## src/rtl/fp16_mult_arb_pkg.sv

```systemverilog
// Shared types and helpers for the fp16 multiplier arbiter: operand bundle,
// round-robin pick and the truncating fp16 multiply.
package fp16_mult_arb_pkg;

  typedef logic [15:0] fp16_t;

  localparam int    MAX_REQ   = 16;
  localparam int    MAX_ID_W  = 4;
  localparam fp16_t FP16_ZERO = 16'h0000;

  typedef struct packed {
    fp16_t                a;
    fp16_t                b;
    logic [MAX_ID_W-1:0]  id;
  } op_t;

  typedef struct packed {
    logic                found;
    logic [MAX_ID_W-1:0] idx;
  } pick_t;

  // Zero exponent is treated as zero; mantissa is truncated; exponent
  // underflow flushes to zero; overflow wraps (no Inf/NaN handling).
  function automatic fp16_t fp16_mul(input fp16_t a, input fp16_t b);
    logic        sign;
    logic [4:0]  ea;
    logic [4:0]  eb;
    logic [21:0] prod;
    logic [6:0]  esum;
    logic [9:0]  mant;
    fp16_t       r;
    sign = a[15] ^ b[15];
    ea   = a[14:10];
    eb   = b[14:10];
    prod = {11'b0, 1'b1, a[9:0]} * {11'b0, 1'b1, b[9:0]};
    if (prod[21]) begin
      mant = prod[20:11];
      esum = 7'(ea) + 7'(eb) + 7'd1;
    end else begin
      mant = prod[19:10];
      esum = 7'(ea) + 7'(eb);
    end
    if (ea == 5'd0 || eb == 5'd0) r = FP16_ZERO;
    else if (esum <= 7'd15)       r = FP16_ZERO;
    else                          r = {sign, 5'(esum - 7'd15), mant};
    return r;
  endfunction

  // First valid requester at or after ptr, wrapping modulo n.
  function automatic pick_t rr_pick(input logic [MAX_REQ-1:0] valid,
                                    input logic [MAX_ID_W-1:0] ptr,
                                    input int n);
    pick_t             p;
    logic [MAX_ID_W:0] idx;
    p = '0;
    for (int k = MAX_REQ - 1; k >= 0; k--) begin
      if (k < n) begin
        idx = {1'b0, ptr} + 5'(k);
        if (idx >= 5'(n)) idx = idx - 5'(n);
        if (valid[idx[MAX_ID_W-1:0]]) begin
          p.found = 1'b1;
          p.idx   = idx[MAX_ID_W-1:0];
        end
      end
    end
    return p;
  endfunction

endpackage

```

## src/rtl/fp16_mult_arbiter_pipe.sv

```systemverilog
// Fixed-latency fp16 multiply pipeline; never stalls, carries valid and id.
module fp16_mult_pipe
  import fp16_mult_arb_pkg::*;
#(
  parameter int MULT_LAT = 2
) (
  input  logic                clk,
  input  logic                rst,
  input  logic                op_valid,
  input  op_t                 op,
  output logic                res_valid,
  output fp16_t               res_data,
  output logic [MAX_ID_W-1:0] res_id,
  output logic                active
);

  logic [MULT_LAT-1:0] vld;
  fp16_t               data [MULT_LAT];
  logic [MAX_ID_W-1:0] id   [MULT_LAT];

  // The product is formed at stage 0; later stages only delay it.
  always_ff @(posedge clk or posedge rst) begin
    if (rst) begin
      vld <= '0;
      for (int s = 0; s < MULT_LAT; s++) begin
        data[s] <= FP16_ZERO;
        id[s]   <= '0;
      end
    end else begin
      vld[0] <= op_valid;
      if (op_valid) begin
        data[0] <= fp16_mul(op.a, op.b);
        id[0]   <= op.id;
      end
      for (int s = 1; s < MULT_LAT; s++) begin
        vld[s]  <= vld[s-1];
        data[s] <= data[s-1];
        id[s]   <= id[s-1];
      end
    end
  end

  assign res_valid = vld[MULT_LAT-1];
  assign res_data  = data[MULT_LAT-1];
  assign res_id    = id[MULT_LAT-1];
  assign active    = |vld;

endmodule

```

## src/rtl/fp16_mult_arbiter.sv

```systemverilog
// Round-robin sharing of one pipelined fp16 multiplier among NUM_REQ
// requesters; results return tagged with requester id through a credit-gated FIFO.
module fp16_mult_arbiter
  import fp16_mult_arb_pkg::*;
#(
  parameter int  NUM_REQ    = 4,
  parameter int  MULT_LAT   = 2,
  parameter int  FIFO_DEPTH = 4,
  localparam int ID_W       = $clog2(NUM_REQ)
) (
  input  logic                 clk,
  input  logic                 rst,
  input  logic [NUM_REQ-1:0]   req_valid,
  output logic [NUM_REQ-1:0]   req_ready,
  input  logic [NUM_REQ*16-1:0] req_a,
  input  logic [NUM_REQ*16-1:0] req_b,
  output logic                 rsp_valid,
  input  logic                 rsp_ready,
  output logic [15:0]          rsp_data,
  output logic [ID_W-1:0]      rsp_id,
  output logic                 busy
);

  localparam int CRED_W = $clog2(FIFO_DEPTH + 1);
  localparam int PTR_W  = (FIFO_DEPTH > 1) ? $clog2(FIFO_DEPTH) : 1;

  // Handshake: a transfer happens on a rising edge where valid && ready.
  // req_ready is one-hot or zero and never looks at rsp_ready; rsp_* stays
  // stable while rsp_valid && !rsp_ready.

  logic [ID_W-1:0]     rr_ptr;
  logic [ID_W-1:0]     rr_next;
  logic [CRED_W-1:0]   credits;
  logic [MAX_REQ-1:0]  valid_ext;
  pick_t               pick;
  op_t                 issue_op;
  logic                issue;
  logic                push;
  logic                pop;
  logic                pipe_active;
  fp16_t               res_data;
  logic [MAX_ID_W-1:0] res_id;

  always_comb begin
    valid_ext                = '0;
    valid_ext[NUM_REQ-1:0]   = req_valid;
  end

  assign pick  = rr_pick(valid_ext, MAX_ID_W'(rr_ptr), NUM_REQ);
  assign issue = pick.found && (credits != '0) && !rst;

  always_comb begin
    req_ready = '0;
    if (issue) req_ready[pick.idx[ID_W-1:0]] = 1'b1;
  end

  always_comb begin
    issue_op    = '0;
    issue_op.id = pick.idx;
    for (int i = 0; i < NUM_REQ; i++) begin
      if (pick.idx == MAX_ID_W'(i)) begin
        issue_op.a = req_a[16*i +: 16];
        issue_op.b = req_b[16*i +: 16];
      end
    end
  end

  always_comb begin
    if (32'(pick.idx) == NUM_REQ - 1) rr_next = '0;
    else                              rr_next = ID_W'(pick.idx + 4'd1);
  end

  // Credits cover FIFO slots plus ops still in the pipe, so pushes never overflow.
  always_ff @(posedge clk or posedge rst) begin
    if (rst) begin
      rr_ptr  <= '0;
      credits <= CRED_W'(FIFO_DEPTH);
    end else begin
      if (issue) rr_ptr <= rr_next;
      if (issue && !pop)      credits <= credits - 1'b1;
      else if (pop && !issue) credits <= credits + 1'b1;
    end
  end

  fp16_mult_pipe #(.MULT_LAT(MULT_LAT)) u_pipe (
    .clk       (clk),
    .rst       (rst),
    .op_valid  (issue),
    .op        (issue_op),
    .res_valid (push),
    .res_data  (res_data),
    .res_id    (res_id),
    .active    (pipe_active)
  );

  fp16_t             fifo_data [FIFO_DEPTH];
  logic [ID_W-1:0]   fifo_id   [FIFO_DEPTH];
  logic [PTR_W-1:0]  wr_ptr;
  logic [PTR_W-1:0]  rd_ptr;
  logic [CRED_W-1:0] count;

  function automatic logic [PTR_W-1:0] fifo_next(input logic [PTR_W-1:0] p);
    return (32'(p) == FIFO_DEPTH - 1) ? '0 : p + 1'b1;
  endfunction

  assign rsp_valid = (count != '0);
  assign pop       = rsp_valid && rsp_ready;

  always_ff @(posedge clk or posedge rst) begin
    if (rst) begin
      wr_ptr <= '0;
      rd_ptr <= '0;
      count  <= '0;
    end else begin
      if (push) wr_ptr <= fifo_next(wr_ptr);
      if (pop)  rd_ptr <= fifo_next(rd_ptr);
      case ({push, pop})
        2'b10:   count <= count + 1'b1;
        2'b01:   count <= count - 1'b1;
        default: count <= count;
      endcase
    end
  end

  always_ff @(posedge clk) begin
    if (push) begin
      fifo_data[wr_ptr] <= res_data;
      fifo_id[wr_ptr]   <= res_id[ID_W-1:0];
    end
  end

  assign rsp_data = rsp_valid ? fifo_data[rd_ptr] : FP16_ZERO;
  assign rsp_id   = rsp_valid ? fifo_id[rd_ptr]   : '0;
  assign busy     = pipe_active || rsp_valid;

  logic unused_id_bits;
  assign unused_id_bits = ^{pick.idx, res_id};

endmodule
```

## config.mk

```make
export PLATFORM = sky130hd
export DESIGN_NAME = fp16_mult_arbiter
export DESIGN_NICKNAME = d
export VERILOG_FILES = /design/src/rtl/fp16_mult_arb_pkg.sv /design/src/rtl/fp16_mult_arbiter_pipe.sv /design/src/rtl/fp16_mult_arbiter.sv
export SDC_FILE = /design/constraint.sdc
export NUM_CORES = 1
export LEC_CHECK = 0
export ABC_AREA = 1
export CAP_MARGIN = 20
export CORE_UTILIZATION = 51
export DETAILED_ROUTE_END_ITERATION = 7
export PLACE_DENSITY = 0.76
export SLEW_MARGIN = 20
export SYNTH_ARGS = -nofsm -noshare
export SYNTH_HDL_FRONTEND = slang
export SYNTH_SLANG_ARGS = --single-unit
```

## constraint.sdc

```tcl
create_clock -name clk -period 8.1 [get_ports clk]
set_input_delay 0.81 -clock clk [delete_from_list [all_inputs] [get_ports clk]]
set_output_delay 0.81 -clock clk [all_outputs]
set_load 0.01 [all_outputs]
```

==> out/summary.txt <==
Run status = finished clean
Asr flop ratio synth = 41.0%
Worst Path Arrival = 8.20 ns
Register area = 3420 um^2
Distinct cells, synth = 47
Slew Limit Fails = 0
Hold Path Class = flop to flop
Syn Inst Count = 1290
DP Cell Count = 1803
Layout filler cell count = 1385
Vias per cell = 5.19
Synthesized area per cell = 8.15 um^2
CTS buffer count = 17
Slew @ Worst Pin = 1.08 ns
Multi-input gate area = 6610 um^2
Main synth FF type = edfxtp_1
Pre-antenna DRT Iters = 5
Clk_lat worst skew = 0.41 ns
Gpl congestion = 0.915
Antenna fix cells = 0
Die area = 21200 um^2
Critical Path Max Stage Delay = 0.56 ns
Die Wd = 146 um
Synthesis-to-finish area growth = 41.1%
Worst path most repeated cell = nand2_1
CTS max path bufs = 2
Setup WS post-layout = 0.196 ns
Finished Cell Area = 14800 um^2
Routed wire length = 29100 um
Die Height = 146 um
FP Rows = 52
Fin crit share = 97.6%
Placed cell areas = 13300 um^2
Root Driver = clkbuf_16
Max-slew headroom = 28.3%
Final ANT Viol Nets = 0
Grt ovf = 0
Clock slew at reported path FFs = 0.06 ns
Tot GR Track Use = 26.1%
CTS tree = yes
Area leader, netlist = edfxtp_1
Via count = 9702
Post-Syn Area = 10500 um^2
DRC Markers = 0
I/O Pins = 159
Syn nets = 1586
Starting Density = 51.9%
Post-synthesis sequential area ratio = 32.5%
Number of port buffers = 158
Final net count = 1881
Hold Path Origin = u_pipe.data[16]
WL/cell = 15.6 um
Largest net degree at the start of global routing = 51
Area contributors post-synth = edfxtp_1, fa_1, dfrtp_1, nand2_1, ha_1
Slowest CP cell = fa_1
Required time worst endpoint = 8.40 ns
CTS Sinks = 122
R2r worst-path depth = 46
Cts hold-fix bufs = 0
Crit start category = flop
Final Non-Filler Cells = 1868
First-pass GRT wire length = 44300 um
Final setup vio count = 0
Dpl ws = -0.701 ns
MaxCap Viol Count = 0
H-tree Lvls = 4
Reg2reg end = u_pipe.data[17]
Crit-path max FO = 8
Initial antenna violation count = 0
Minimum clock period = 7.90 ns
Critical Path End Type = flop
Crit Path Class = flop to flop
Layout cell share with drive strength beyond 1 = 21.7%
1st-iter DRT viols = 547
Vias in the first global route = 9535
Yosys Warn Count = 0
Yosys top cell area share = 20.6%
Commonest non-fill, non-tap cells in the layout = nand2_1, inv_1, nor2_1
Post-route clock skew = 0.00787 ns
Max Fclk = 127 MHz
Worst Hold Endpoint = u_pipe.res_data[0]
Worst r2r src = rr_ptr[0]
Yosys reg bits = 122
Commonest non-fill, non-tap cell in the layout = nand2_1
Hold Path Stages = 0
Final hold violations = 0
Core area = 20200 um^2
Number of flops mapped to enable cells by yosys = 72
Reg-to-reg setup timing slack = 0.20 ns
Hpwl dp = 20800 um
[worst max-delay path, delay by kind of cell (launching register included)]
kind	cells	cell delay, ns
AO/OA/AOI/OAI	6	0.75
flip-flops	1	0.41
adder cells (fa/ha/maj)	8	2.88
AND/OR/NAND/NOR	19	2.18
buffers and inverters	13	1.58
[cell usage after synthesis (3+ instances only)]
library cell    n
nor2_2          3
nand2_4         5
xor2_1         11
inv_2           4
nor2_1        161
a21o_1          3
clkbuf_1       29
o21ai_1         4
fa_1           82
nand2_2         6
nor4_1          4
nand2_1       285
o21ai_0        72
o21bai_1        4
o31ai_1         4
buf_1           3
edfxtp_1       72
clkinv_1       10
a22o_1          3
xnor2_1        10
buf_2           9
inv_1         217
a22oi_1        27
nor3_1          8
ha_1           79
nand3_1        43
dfrtp_1        49
a21oi_1        58
[through the flow]
step / TNS [ns] / util (%) / hold slack, ns
floorplan: 0 / - / 0.354
global route: -2.74 / 73.3 / 0.391
finish: 0 / 73.3 / 0.378
global placement: -7.09 / 65.7 / 0.357
detailed placement: -10.73 / 65.7 / 0.366
CTS: 0 / 69.0 / 0.377
[cells by family (layout without fill, tap and decap cells)]
group | Yosys count | count (layout) | synth area share (%)
buffers and inverters | 274 | 581 | 10.0
and+or+nand+nor | 525 | 526 | 20.5
xor gates and xnor gates | 21 | 21 | 1.75
AOI/OAI and AO/OA | 187 | 187 | 10.3
DFF | 122 | 122 | 32.5
adders and majority gates | 161 | 161 | 25.0
[layout make-up]
type	instances	share of cell area, %
multi-input cells	895	44.6
flip-flops and latches	122	23.0
repair buffers	317	19.9
inverters	231	6.08
clock buffers	23	3.44
well taps	270	2.28
clock inverters	9	0.582
repair inverters	1	0.0337
[layer usage]
layer / wire length, um / track usage (%)
met1: 11400 / 30.1
met2: 15700 / 49.4
met3: 1240 / 3.32
met4: 775 / 9.47
met5: 0 / 0
[registers in the layout (all words and copies together), names as in the netlist]
name and flops:
fifo_id 8, rr_ptr 2, u_pipe.res_data 16, u_pipe.id 2, u_pipe.res_id 2, count 3
fifo_data 64, u_pipe.vld 2, u_pipe.data 16, credits 3, rd_ptr 2, wr_ptr 2
[worst max path at each step]
stage	startpoint	end	slack [ns]	cells after the start
floorplan	req_valid[1]	u_pipe.data[24]	0.02	49
global placement	req_valid[1]	u_pipe.data[28]	-0.45	46
detailed placement	req_valid[1]	u_pipe.data[31]	-0.70	47
CTS	req_valid[2]	u_pipe.data[21]	0.0005	46
global route	rr_ptr[0]	u_pipe.data[17]	-0.21	46
finish	rr_ptr[0]	u_pipe.data[17]	0.20	46
[timing repair]
item / CTS / global route
gates resized for setup: 13 / 134
endpoints found under the hold margin: 0 / 0
cloned: 1 / 6
endpoints found under the setup margin: 16 / 16
buffers inserted: 1 / 25
pin swaps: 7 / 76
Power is not shown: default switching activity piles up to over one toggle a cycle in this logic, so the estimate is an artifact.
